## src/rtl/multi_button_debounce.sv

```systemverilog
// -----------------------------------------------------------------------------
// multi_button_debounce
//
// N-channel push-button / switch conditioner. Each channel has its own
// 2-FF synchroniser, debounce counter, debounced level, one-cycle rise/fall
// pulses and long-press detection. All channels share one clock domain and
// are fully independent of each other.
//
// Optional feature (compile-time macro DEBOUNCE_AUTOREPEAT_EN):
//   defined   - after the first long_o pulse, long_o repeats every
//               REPEAT_CYCLES cycles for as long as the button stays pressed.
//   undefined - long_o fires at most once per press. No repeat logic is built.
//
// Ports:
//   clk          in   1     system clock, rising edge
//   rst_n        in   1     asynchronous active-low reset
//   btn_i        in   N_CH  raw asynchronous button levels
//   btn_o        out  N_CH  debounced stable level
//   rise_o       out  N_CH  one-cycle pulse on a debounced 0->1 transition
//   fall_o       out  N_CH  one-cycle pulse on a debounced 1->0 transition
//   long_o       out  N_CH  one-cycle pulse when a press lasts LONG_CYCLES
//                           (plus repeat pulses with auto-repeat enabled)
//   any_press_o  out  1     OR of all rise_o bits
// -----------------------------------------------------------------------------
module multi_button_debounce #(
  parameter int   N_CH          = 5,
  parameter int   DEB_CYCLES    = 1000000,
  parameter int   LONG_CYCLES   = 50000000,
  parameter int   REPEAT_CYCLES = 10000000,
  parameter int   CNT_W         = 21,
  parameter int   HOLD_W        = 27,
  parameter logic RST_LEVEL     = 1'b0
) (
  input  logic            clk,
  input  logic            rst_n,
  input  logic [N_CH-1:0] btn_i,
  output logic [N_CH-1:0] btn_o,
  output logic [N_CH-1:0] rise_o,
  output logic [N_CH-1:0] fall_o,
  output logic [N_CH-1:0] long_o,
  output logic            any_press_o
);

  localparam logic [CNT_W-1:0]  DEB_LAST  = CNT_W'(DEB_CYCLES - 1);
  localparam logic [HOLD_W-1:0] LONG_LAST = HOLD_W'(LONG_CYCLES - 1);
`ifdef DEBOUNCE_AUTOREPEAT_EN
  localparam logic [HOLD_W-1:0] REP_LAST  = HOLD_W'(REPEAT_CYCLES - 1);
`else
  localparam logic [HOLD_W-1:0] LONG_MAX  = HOLD_W'(LONG_CYCLES);
`endif

  // Parameter sanity marker: an illegal configuration elaborates this
  // (otherwise empty) block, which makes it easy to spot in a hierarchy dump.
  localparam bit PARAMS_OK = (DEB_CYCLES >= 2) && (LONG_CYCLES > 0) &&
                             (REPEAT_CYCLES > 0);
  if (!PARAMS_OK) begin : g_invalid_params
  end

  logic [N_CH-1:0] rise_vec;

  for (genvar gi = 0; gi < N_CH; gi++) begin : g_ch
    logic              sync0_q, sync1_q;
    logic              level_q, level_d;
    logic [CNT_W-1:0]  cnt_q, cnt_d;
    logic [HOLD_W-1:0] hold_q, hold_d;
    logic              rise_q, rise_d;
    logic              fall_q, fall_d;
    logic              long_q, long_d;
`ifdef DEBOUNCE_AUTOREPEAT_EN
    logic              rep_q, rep_d;   // 1 once the first long pulse has fired
`endif

    // Debounce: accept the synchronised level on its DEB_CYCLES-th
    // consecutive cycle of disagreement; any agreement restarts the count.
    always_comb begin
      cnt_d   = '0;
      level_d = level_q;
      if (sync1_q != level_q) begin
        if (cnt_q == DEB_LAST) begin
          level_d = sync1_q;
        end else begin
          cnt_d = cnt_q + 1'b1;
        end
      end
      rise_d = level_d & ~level_q;
      fall_d = ~level_d & level_q;
    end

    // Hold counter runs on the next-state level so that a release in the
    // same cycle the target would be reached suppresses long_o.
`ifdef DEBOUNCE_AUTOREPEAT_EN
    always_comb begin
      hold_d = hold_q;
      long_d = 1'b0;
      rep_d  = rep_q;
      if (!level_d || rise_d) begin
        hold_d = '0;
        rep_d  = 1'b0;
      end else if (hold_q == (rep_q ? REP_LAST : LONG_LAST)) begin
        // Target reached: pulse and reload for the next repeat period.
        hold_d = '0;
        long_d = 1'b1;
        rep_d  = 1'b1;
      end else begin
        hold_d = hold_q + 1'b1;
      end
    end
`else
    always_comb begin
      hold_d = hold_q;
      long_d = 1'b0;
      if (!level_d || rise_d) begin
        hold_d = '0;
      end else if (hold_q != LONG_MAX) begin
        // Saturates at LONG_CYCLES so long_o fires once per press.
        hold_d = hold_q + 1'b1;
        long_d = (hold_q == LONG_LAST);
      end
    end
`endif

    always_ff @(posedge clk or negedge rst_n) begin
      if (!rst_n) begin
        sync0_q <= RST_LEVEL;
        sync1_q <= RST_LEVEL;
        level_q <= RST_LEVEL;
        cnt_q   <= '0;
        hold_q  <= '0;
        rise_q  <= 1'b0;
        fall_q  <= 1'b0;
        long_q  <= 1'b0;
`ifdef DEBOUNCE_AUTOREPEAT_EN
        rep_q   <= 1'b0;
`endif
      end else begin
        sync0_q <= btn_i[gi];
        sync1_q <= sync0_q;
        level_q <= level_d;
        cnt_q   <= cnt_d;
        hold_q  <= hold_d;
        rise_q  <= rise_d;
        fall_q  <= fall_d;
        long_q  <= long_d;
`ifdef DEBOUNCE_AUTOREPEAT_EN
        rep_q   <= rep_d;
`endif
      end
    end

    assign btn_o[gi]    = level_q;
    assign rise_vec[gi] = rise_q;
    assign fall_o[gi]   = fall_q;
    assign long_o[gi]   = long_q;
  end

  assign rise_o      = rise_vec;
  assign any_press_o = |rise_vec;

endmodule

```

## config.mk

```make
export PLATFORM = sky130hd
export DESIGN_NAME = multi_button_debounce
export DESIGN_NICKNAME = d
export VERILOG_FILES = /design/src/rtl/multi_button_debounce.sv
export SDC_FILE = /design/constraint.sdc
export NUM_CORES = 1
export LEC_CHECK = 0
export BUFFER_PORTS_ARGS = -buffer_cell sky130_fd_sc_hd__buf_4
export CAP_MARGIN = 0
export CORE_MARGIN = 2
export CORE_UTILIZATION = 65
export CTS_BUF_LIST = sky130_fd_sc_hd__clkbuf_16
export CTS_CLUSTER_SIZE = 14
export DETAILED_ROUTE_END_ITERATION = 16
export PLACE_DENSITY = 0.78
export SLEW_MARGIN = 20
export SYNTH_ARGS = -nofsm -noshare
export SYNTH_HDL_FRONTEND = slang
export SYNTH_SLANG_ARGS = --single-unit
```

## constraint.sdc

```tcl
create_clock -name clk -period 3.7 [get_ports clk]
set_clock_uncertainty 0.1 [all_clocks]
set_input_delay 0.185 -clock clk [delete_from_list [all_inputs] [get_ports clk]]
set_output_delay 0.185 -clock clk [all_outputs]
set_load 0.02 [all_outputs]
```

==> flow_summary.json, run 1 <==
{
  "grt_max_degree": 112,
  "ys_async_sr_fraction": 1.00,
  "cts_made_buffers": 29,
  "final_layout_size_suffix_gt1_frac": 0.0737,
  "hold_viol_final": 0,
  "vdd_drop_max_v": 0.000377,
  "dp.final_hpwl_um": 15400,
  "die_area_um2": 21200,
  "rsz0062_at_grt": "no",
  "cts_buffer_depth": 3,
  "synth_top_area_frac": 0.517,
  "synth_nets": 1344,
  "ioPinCount": 28,
  "first_pass_iters": 5,
  "start_util": 0.667,
  "die_x_um": 146,
  "gp_congestion": 0.814,
  "port_buffers": 27,
  "cts_resized": 0,
  "tns_ns": 0,
  "syn_to_final_growth_pct": 10.7,
  "drt_iter0_drc": 531,
  "grt_pass1_wl_um": 42400,
  "cts.sinks": 270,
  "setup_viol": 0,
  "arrival_ns": 2.98,
  "avgRoutedWirePerCell_um": 14.6,
  "min_period_over_period": 0.730,
  "clk_latency_ns": 0.53,
  "leakagePower_nw": 5.96,
  "seqCellArea_um2": 6760,
  "status": "finished clean",
  "synth_top_cells_by_area": "dfrtp_1 52%, xor2_1 9.2%, nor2_1 8.0%",
  "max_cap_viol_count": 0,
  "via_per_inst": 5.66,
  "cts_root_buffer": "clkbuf_16",
  "fillers": 1390,
  "met2_usage": 0.383,
  "ys_ff_latch": 270,
  "ys.flop_type": "dfrtp_1",
  "grt_pass1_vias": 9159,
  "syn_area_um2": 13100,
  "num_rows": 51,
  "use_met3": 0.0326,
  "tightest_slew_ns": 0.877,
  "core_um2": 19600,
  "critPathRequiredTime_ns": 3.98,
  "synth_cell_type_count": 46,
  "drv_slew": 0,
  "critPathCaptureType": "register",
  "final_nets": 1372,
  "htreeDepth": 1,
  "criticalPathCategory": "reg2reg",
  "grt_remaining_overflow": 0,
  "drt-total-wl_um": 23800,
  "busiest_layer": "met2",
  "cts_tree": "done",
  "syn_inst": 1322,
  "avgSynthCellArea_um2": 9.88,
  "drc": 0,
  "synth_common_cells": "277 x nor2_1, 270 x dfrtp_1, 137 x xor2_1",
  "use_met1": 0.330,
  "max-slew-margin-rel": 0.410,
  "antenna_found_initial": 0,
  "clkTransAtPathRegs_ns": 0.06,
  "setup_slack_ns": 0.998,
  "ys.warnings.count": 0,
  "ant_nets": 0,
  "crit_fanout": 20,
  "synth_top_area_cell": "dfrtp_1",
  "grtUsageTotal": 0.232,
  "hold_class": "in2async",
  "post-place-ws_ns": 0.999,
  "min_period_ns": 2.70,
  "num_antenna_cells": 0,
  "multi_input_area_um2": 5940,
  "synth_edf_count": 0,
  "die_y_um": 146,
  "crit_path_start_kind": "register",
  "vias": 9256,
  "max_freq_mhz": 370,
  "p_per_area_nw_per_um2": 414,
  "synth_sequential_area_ratio": 0.517,
  "yosysMostFrequentCell": "nor2_1"
}
-- layout make-up --
type	instances	area share
Clock inverter	22	0.0154
Timing Repair Buffer	47	0.0268
Sequential cell	270	0.467
Inverter	26	0.00675
Tap cell	265	0.0229
Multi-Input combinational cell	976	0.411
Clock buffer	29	0.0502
-- worst max-delay path: stages, from the launching register on --
cell and delay, ns:
dfrtp_1 0.44, or4_1 0.52, or3_1 0.37, or3_1 0.47, nand2_1 0.53, nor2_1 0.12
-- flip-flops by register name, indices dropped and copies added, names as in the netlist --
register,count
g_ch.level_q,5
g_ch.cnt_q,105
g_ch.sync0_q,5
g_ch.hold_q,135
g_ch.fall_q,5
g_ch.long_q,5
g_ch.sync1_q,5
g_ch.rise_q,5
-- what timing repair did --
item,in CTS,in global routing
endpoints found under the hold margin,111,0
setup endpoints to repair,0,0
hold buffers,6,0
setup buffers,0,0
-- through the flow --
step                instance area (um2)  instances   util  total power [mW]  hold WS, ns
floorplan                         13100       1322      -              3.08       -0.211
global placement                  13500       1578  0.687              3.16        0.195
detailed placement                13500       1578  0.687              3.16        0.197
CTS                               14500       1635  0.738              6.05        0.185
global route                      14500       1635  0.738              6.20        0.204
finish                            14500       1635  0.738              5.99        0.160
-- placed cells by master, fill, tap and decap left out, types with 6 or more instances in the layout --
master	netlist	final
and4_1	20	20
nand3_1	98	98
and3_1	37	37
nor3b_1	10	10
nor4b_1	7	7
nor4_1	31	31
clkinv_2	0	7
a21oi_1	6	6
nand2_1	81	81
nor2_1	277	277
nor3_1	36	36
clkbuf_16	0	29
xnor2_1	85	85
or3_1	10	10
dlygate4sd3_1	0	6
xor2_1	137	137
or4_1	10	10
inv_1	26	32
buf_4	20	39
dfrtp_1	270	270
ha_1	15	15
nand4_1	66	66
-- worst paths after layout --
check	start	to	slack [ns]	depth (start not counted)
max	g_ch[0].cnt_q[6]	g_ch[0].cnt_q[6]	1.0	5
min	rst_n	g_ch[1].cnt_q[3]	0.16	2
max reg2reg	g_ch[0].cnt_q[6]	g_ch[0].cnt_q[6]	1.0	5
min reg2reg	g_ch[4].sync0_q	g_ch[4].sync1_q	0.25	0
max in group asynchronous	rst_n	g_ch[3].hold_q[8]	2.35	3
min in group clk	btn_i[2]	g_ch[2].sync0_q	0.21	2
-- per-layer routing --
layer	wire length [um]	up-vias
met3	833	38
li1	-	4548
met2	11400	129
met4	388	0
met5	0	-
met1	11300	4541
-- logic make-up (layout without fill, tap and decap cells) --
logic type,Yosys count,after routing,synth area share
compound gates,14,14,0.00910
xor+xnor,222,222,0.149
mux,10,10,0.00814
buf+inv,76,124,0.0293
simple gates,715,715,0.273
fa+ha+maj,15,15,0.0144
flops,270,270,0.517
-- power by group --
group	internal, mW	switching, mW
clock	1.76	1.12
combinational	0.0293	0.0871
sequential	2.97	0.0232
total	4.76	1.23
No activity file was read; power rests on OpenSTA's default activity.
==> run 2, diff against run 1 <==
--- a/config.mk
+++ b/config.mk
@@ -8,11 +8,11 @@
 export BUFFER_PORTS_ARGS = -buffer_cell sky130_fd_sc_hd__buf_4
 export CAP_MARGIN = 0
 export CORE_MARGIN = 2
-export CORE_UTILIZATION = 65
+export CORE_UTILIZATION = 63
 export CTS_BUF_LIST = sky130_fd_sc_hd__clkbuf_16
 export CTS_CLUSTER_SIZE = 14
 export DETAILED_ROUTE_END_ITERATION = 16
-export PLACE_DENSITY = 0.78
+export PLACE_DENSITY = 0.76
 export SLEW_MARGIN = 20
 export SYNTH_ARGS = -nofsm -noshare
 export SYNTH_HDL_FRONTEND = slang
==> constraint.sdc (replaced) <==
create_clock -name clk -period 2.8 [get_ports clk]
set_clock_uncertainty 0.1 [all_clocks]
set_input_delay 0.14 -clock clk [delete_from_list [all_inputs] [get_ports clk]]
set_output_delay 0.14 -clock clk [all_outputs]
set_load 0.02 [all_outputs]
==> run 2 against run 1 <==
  * Critical path type unchanged
  * Utilization down 2.2 points
  * Sequential cell count unchanged
  * Sequential power up 32%
  * Critical path depth unchanged
  * Total power up 31%
  * Combinational power up 41%
  * Final cell count up 0.86%
  * Largest power group unchanged
  * Fmax up 13%
  * Die area up 3.1%
  * Via count down 0.48%
  * Routed wire length down 0.59%
  * Worst setup slack worse by 0.59 ns
==> flow_summary.json, run 2 (same netlist as run 1, synthesis figures left out) <==
{
  "status": "finished clean",
  "first_pass_iters": 7,
  "drt_iter0_drc": 414,
  "tightest_slew_ns": 0.755,
  "antenna_found_initial": 0,
  "fillers": 1508,
  "num_antenna_cells": 0,
  "final_layout_size_suffix_gt1_frac": 0.0827,
  "top_regs": "g_ch.hold_q: 135 flops, g_ch.cnt_q: 105 flops",
  "max-slew-margin-rel": 0.489,
  "die_y_um": 148,
  "htreeDepth": 1,
  "arrival_ns": 2.69,
  "cts_root_buffer": "clkbuf_16",
  "setup_viol": 0,
  "drc": 0,
  "hold_class": "in2async",
  "p_int_mw": 6.20,
  "cts_resized": 0,
  "critPathRequiredTime_ns": 3.10,
  "holdBufCountCts": 6,
  "p_per_area_nw_per_um2": 538,
  "cts_tree": "done",
  "crit_path_start_kind": "register",
  "die_x_um": 148,
  "port_buffers": 27,
  "rsz0062_at_grt": "no",
  "busiest_layer": "met2",
  "grt_remaining_overflow": 0,
  "ant_nets": 0,
  "gp_congestion": 0.828,
  "drv_slew": 0,
  "grt_max_degree": 89,
  "crit_fanout": 28,
  "cts_made_buffers": 29,
  "postCtsSetupBuffers": 0,
  "p_comb_frac": 0.021,
  "hold_viol_final": 0,
  "tns_ns": 0,
  "grt_pass1_wl_um": 41300,
  "total_power_mw": 7.82,
  "largest_reg_flops": 135,
  "criticalPathCategory": "reg2reg",
  "vias": 9212,
  "core_um2": 20300,
  "clkTransAtPathRegs_ns": 0.06,
  "met2_usage": 0.371,
  "die_area_um2": 21900,
  "critPathCaptureType": "register",
  "min_period_ns": 2.39,
  "grt_pass1_vias": 9041,
  "start_util": 0.643,
  "p_sw_mw": 1.62,
  "leakagePower_nw": 5.99,
  "clk_latency_ns": 0.53,
  "avgRoutedWirePerCell_um": 14.4,
  "layout_common_cells": "277 x nor2_1, 270 x dfrtp_1, 137 x xor2_1, 98 x nand3_1, 85 x xnor2_1",
  "min_period_over_period": 0.853,
  "final_nets": 1385,
  "drt-total-wl_um": 23700,
  "use_met3": 0.0296,
  "max_cap_viol_count": 0,
  "cts.sinks": 270,
  "final_common_cell": "nor2_1",
  "grtUsageTotal": 0.223,
  "ioPinCount": 28,
  "via_per_inst": 5.59,
  "dp.final_hpwl_um": 15600,
  "num_rows": 52,
  "vdd_drop_max_v": 0.000553,
  "use_met1": 0.314,
  "cts_buffer_depth": 3,
  "switching_share": 0.207,
  "top_register": "g_ch.hold_q",
  "power_frac_clock": 0.473,
  "seq_power_share": 0.506,
  "max_freq_mhz": 419,
  "syn_to_final_growth_pct": 11.3
}
## run 2: cell types whose count changed in the layout (fill, tap and decap cells not counted), sizes merged
cell      change
inv           -3
bufinv        -1
clkinvlp      +3
buf          +13
clkinv        -3
## run 2: worst max-delay path, stage by stage (launching register included)
cell	delay (ns)
dfrtp_1	0.44
or4_1	0.53
or3_1	0.37
o41ai_4	0.36
buf_4	0.35
nor2_1	0.10
## run 2: power groups by stage
stage | registers (mW) | clock network (mW) | logic (mW)
after global routing | 3.96 | 3.92 | 0.192
after floorplan | 4.02 | 0 | 0.0503
final | 3.96 | 3.70 | 0.164
after global placement | 4.03 | 0 | 0.160
after CTS | 3.96 | 3.79 | 0.171
after detailed placement | 4.03 | 0 | 0.164
## run 2: metal layers
layer	up-vias	wire [um]
met5	-	0
met4	0	400
met3	31	644
met2	93	11400
met1	4518	11300
li1	4570	-
## run 2: layout make-up
cell class | count | area (um2) | share of cell area
flip-flops and latches | 270 | 6760 | 0.465
multi-input cells | 976 | 5940 | 0.408
clock buffers | 29 | 726 | 0.0499
repair buffers | 60 | 498 | 0.0342
well taps | 270 | 338 | 0.0232
clock inverters | 18 | 190 | 0.0131
inverters | 26 | 97.6 | 0.00671
## run 2: final timing paths
| path | cells past startpoint | end | slack [ns] | start |
|---|---|---|---|---|
| worst min-delay path | 2 | g_ch[1].sync0_q | 0.08 | rst_n |
| worst max-delay path | 5 | g_ch[0].hold_q[21] | 0.41 | g_ch[0].cnt_q[6] |
| min in group clk | 2 | g_ch[3].sync0_q | 0.16 | btn_i[3] |
| worst min register to register | 0 | g_ch[4].sync1_q | 0.25 | g_ch[4].sync0_q |
| max in group asynchronous | 3 | g_ch[2].hold_q[24] | 1.63 | rst_n |
| worst max register to register | 5 | g_ch[0].hold_q[21] | 0.41 | g_ch[0].cnt_q[6] |
## run 2: through the flow
step	hold slack [ns]	setup WS, ns	util	instance area (um2)	instances
2_1_floorplan	-0.256	0.513	-	13100	1322
3_3_place_gp	0.0850	0.499	0.668	13600	1596
3_5_place_dp	0.0954	0.450	0.668	13600	1596
4_1_cts	0.123	0.413	0.716	14500	1649
5_1_grt	0.155	0.306	0.716	14500	1649
6_report	0.0806	0.411	0.716	14500	1649
==> run 3, diff against run 2 <==
==> constraint.sdc (replaced) <==
create_clock -name clk -period 2.45 [get_ports clk]
set_clock_uncertainty 0.1 [all_clocks]
set_input_delay 0.49 -clock clk [delete_from_list [all_inputs] [get_ports clk]]
set_output_delay 0.49 -clock clk [all_outputs]
set_load 0.02 [all_outputs]
==> run 3 against run 2 <==
  * First-iteration DRC count up 53%
  * Clock power up 11%
  * Critical path depth up 1
  * Routed wire length up 2.0%
  * Worst hold slack better by 0.17 ns
  * Largest power group unchanged
  * Highest routed layer unchanged
==> flow_summary.json, run 3 (same netlist as run 1, synthesis figures left out) <==
{
  "status": "finished clean",
  "drt_iter0_drc": 635,
  "hold_viol_final": 0,
  "grtUsageTotal": 0.234,
  "largest_reg_flops": 135,
  "die_y_um": 148,
  "post-place-ws_ns": 0.117,
  "tightest_slew_ns": 0.619,
  "gp_congestion": 0.843,
  "final_cells": 1667,
  "final_nets": 1397,
  "tns_ns": 0,
  "htreeDepth": 1,
  "core_um2": 20300,
  "antenna_found_initial": 0,
  "total_power_mw": 8.83,
  "cts.sinks": 270,
  "via_per_inst": 5.59,
  "die_x_um": 148,
  "max_freq_mhz": 429,
  "grt_max_degree": 77,
  "power_frac_clock": 0.465,
  "dp.final_hpwl_um": 15900,
  "final_common_cell": "nor2_1",
  "crit_buf_inv": 1,
  "max_cap_viol_count": 0,
  "cts_made_buffers": 29,
  "cp_cell_sequence": "or4_1 > or3_1 > or3_4 > nand2_1 > buf_4 > nor2_1",
  "hold_class": "reg2reg",
  "worst_hold_slack_ns": 0.250,
  "num_antenna_cells": 0,
  "setup_slack_ns": 0.118,
  "top_register": "g_ch.hold_q",
  "final_area_um2": 14700,
  "vias": 9314,
  "die_area_um2": 21900,
  "p_comb_frac": 0.023,
  "clk_latency_ns": 0.55,
  "final_layout_size_suffix_gt1_frac": 0.0923,
  "drv_slew": 0,
  "postPlaceCellArea_um2": 13800,
  "cp_slowest_cell": "or4_1",
  "num_rows": 52,
  "crit_fanout": 10,
  "setup_viol": 0,
  "switching_share": 0.217,
  "top_regs": "g_ch.hold_q: 135 flops, g_ch.cnt_q: 105 flops",
  "drt-total-wl_um": 24200,
  "p_int_mw": 6.91,
  "critPathCaptureType": "register",
  "grt_pass1_vias": 9389,
  "ant_nets": 0,
  "avgRoutedWirePerCell_um": 14.5,
  "cp_top_family": "simple AND/OR/NAND/NOR gates",
  "crit_path_start_kind": "register",
  "min_period_over_period": 0.952,
  "p_sw_mw": 1.92,
  "critPathRequiredTime_ns": 2.77,
  "max-slew-margin-rel": 0.583,
  "clkTransAtPathRegs_ns": 0.06,
  "first_pass_iters": 4,
  "max_stage_delay_ns": 0.53,
  "drc": 0,
  "port_buffers": 27,
  "start_util": 0.643,
  "arrival_ns": 2.65,
  "grt_pass1_wl_um": 43400,
  "layout_common_cells": "277 x nor2_1, 270 x dfrtp_1, 137 x xor2_1, 98 x nand3_1, 85 x xnor2_1",
  "vdd_drop_max_v": 0.000519,
  "syn_to_final_growth_pct": 12.8,
  "ioPinCount": 28,
  "cts_root_buffer": "clkbuf_16",
  "leakagePower_nw": 6.10,
  "grt_remaining_overflow": 0,
  "postCtsSetupBuffers": 0,
  "reg2reg_slack_ns": 0.12,
  "p_per_area_nw_per_um2": 599,
  "criticalPathCategory": "reg2reg",
  "cts_tree": "done",
  "place_inst": 1608,
  "rsz0062_at_grt": "no",
  "cts_buffer_depth": 3,
  "min_period_ns": 2.33,
  "fin_util": 0.726,
  "seq_power_share": 0.512
}
==> run 3: cell count changes in the layout (fill, tap and decap cells not counted), sizes merged <==
cell      delta
clkinvlp     +2
clkinv       +5
bufinv       -2
inv          +1
buf         +12
==> run 3: worst reg2reg max path, stage by stage (launching register included) <==
cell and delay [ns]:
dfrtp_1 0.42, or4_1 0.53, or3_1 0.39, or3_4 0.44
nand2_1 0.09, buf_4 0.17, nor2_1 0.08
==> run 3: area by class of cell <==
cell class	instances	area, um2
clock buffers	29	726
clock inverters	24	174
fillers	1472	5570
inverters	26	97.6
multi-input cells	976	5940
flip-flops and latches	270	6760
well taps	270	338
repair buffers	72	701
==> run 3: worst paths after layout <==
kind	endpoint	cells past startpoint	start
hold reg to reg	g_ch[4].sync1_q	0	g_ch[4].sync0_q
hold / removal	g_ch[4].sync1_q	0	g_ch[4].sync0_q
setup reg to reg	g_ch[0].cnt_q[13]	6	g_ch[0].cnt_q[12]
min in group asynchronous	g_ch[1].cnt_q[15]	2	rst_n
setup / recovery	g_ch[0].cnt_q[13]	6	g_ch[0].cnt_q[12]
max in group asynchronous	g_ch[0].hold_q[24]	3	rst_n
==> run 3: metal layers <==
| metal | track usage | share of wire | vias to the layer above |
|---|---|---|---|
| li1 | - | - | 4600 |
| met1 | 0.327 | 0.47 | 4560 |
| met2 | 0.391 | 0.48 | 120 |
| met3 | 0.0327 | 0.029 | 34 |
| met4 | 0.0581 | 0.021 | 0 |
| met5 | 0 | 0 | - |
==> run 3: repair_timing <==
action	4_1_cts	5_1_grt
hold endpoints to repair	72	0
hold buffers	6	0
resized for setup	0	1
endpoints found under the setup margin	0	20
==> run 3: power groups by stage <==
stage / clock, mW / combinational, mW / sequential, mW
2_1_floorplan: 0 / 0.0574 / 4.59
3_3_place_gp: 0 / 0.198 / 4.60
3_5_place_dp: 0 / 0.201 / 4.60
4_1_cts: 4.19 / 0.211 / 4.52
5_1_grt: 4.37 / 0.234 / 4.53
6_report: 4.10 / 0.201 / 4.52
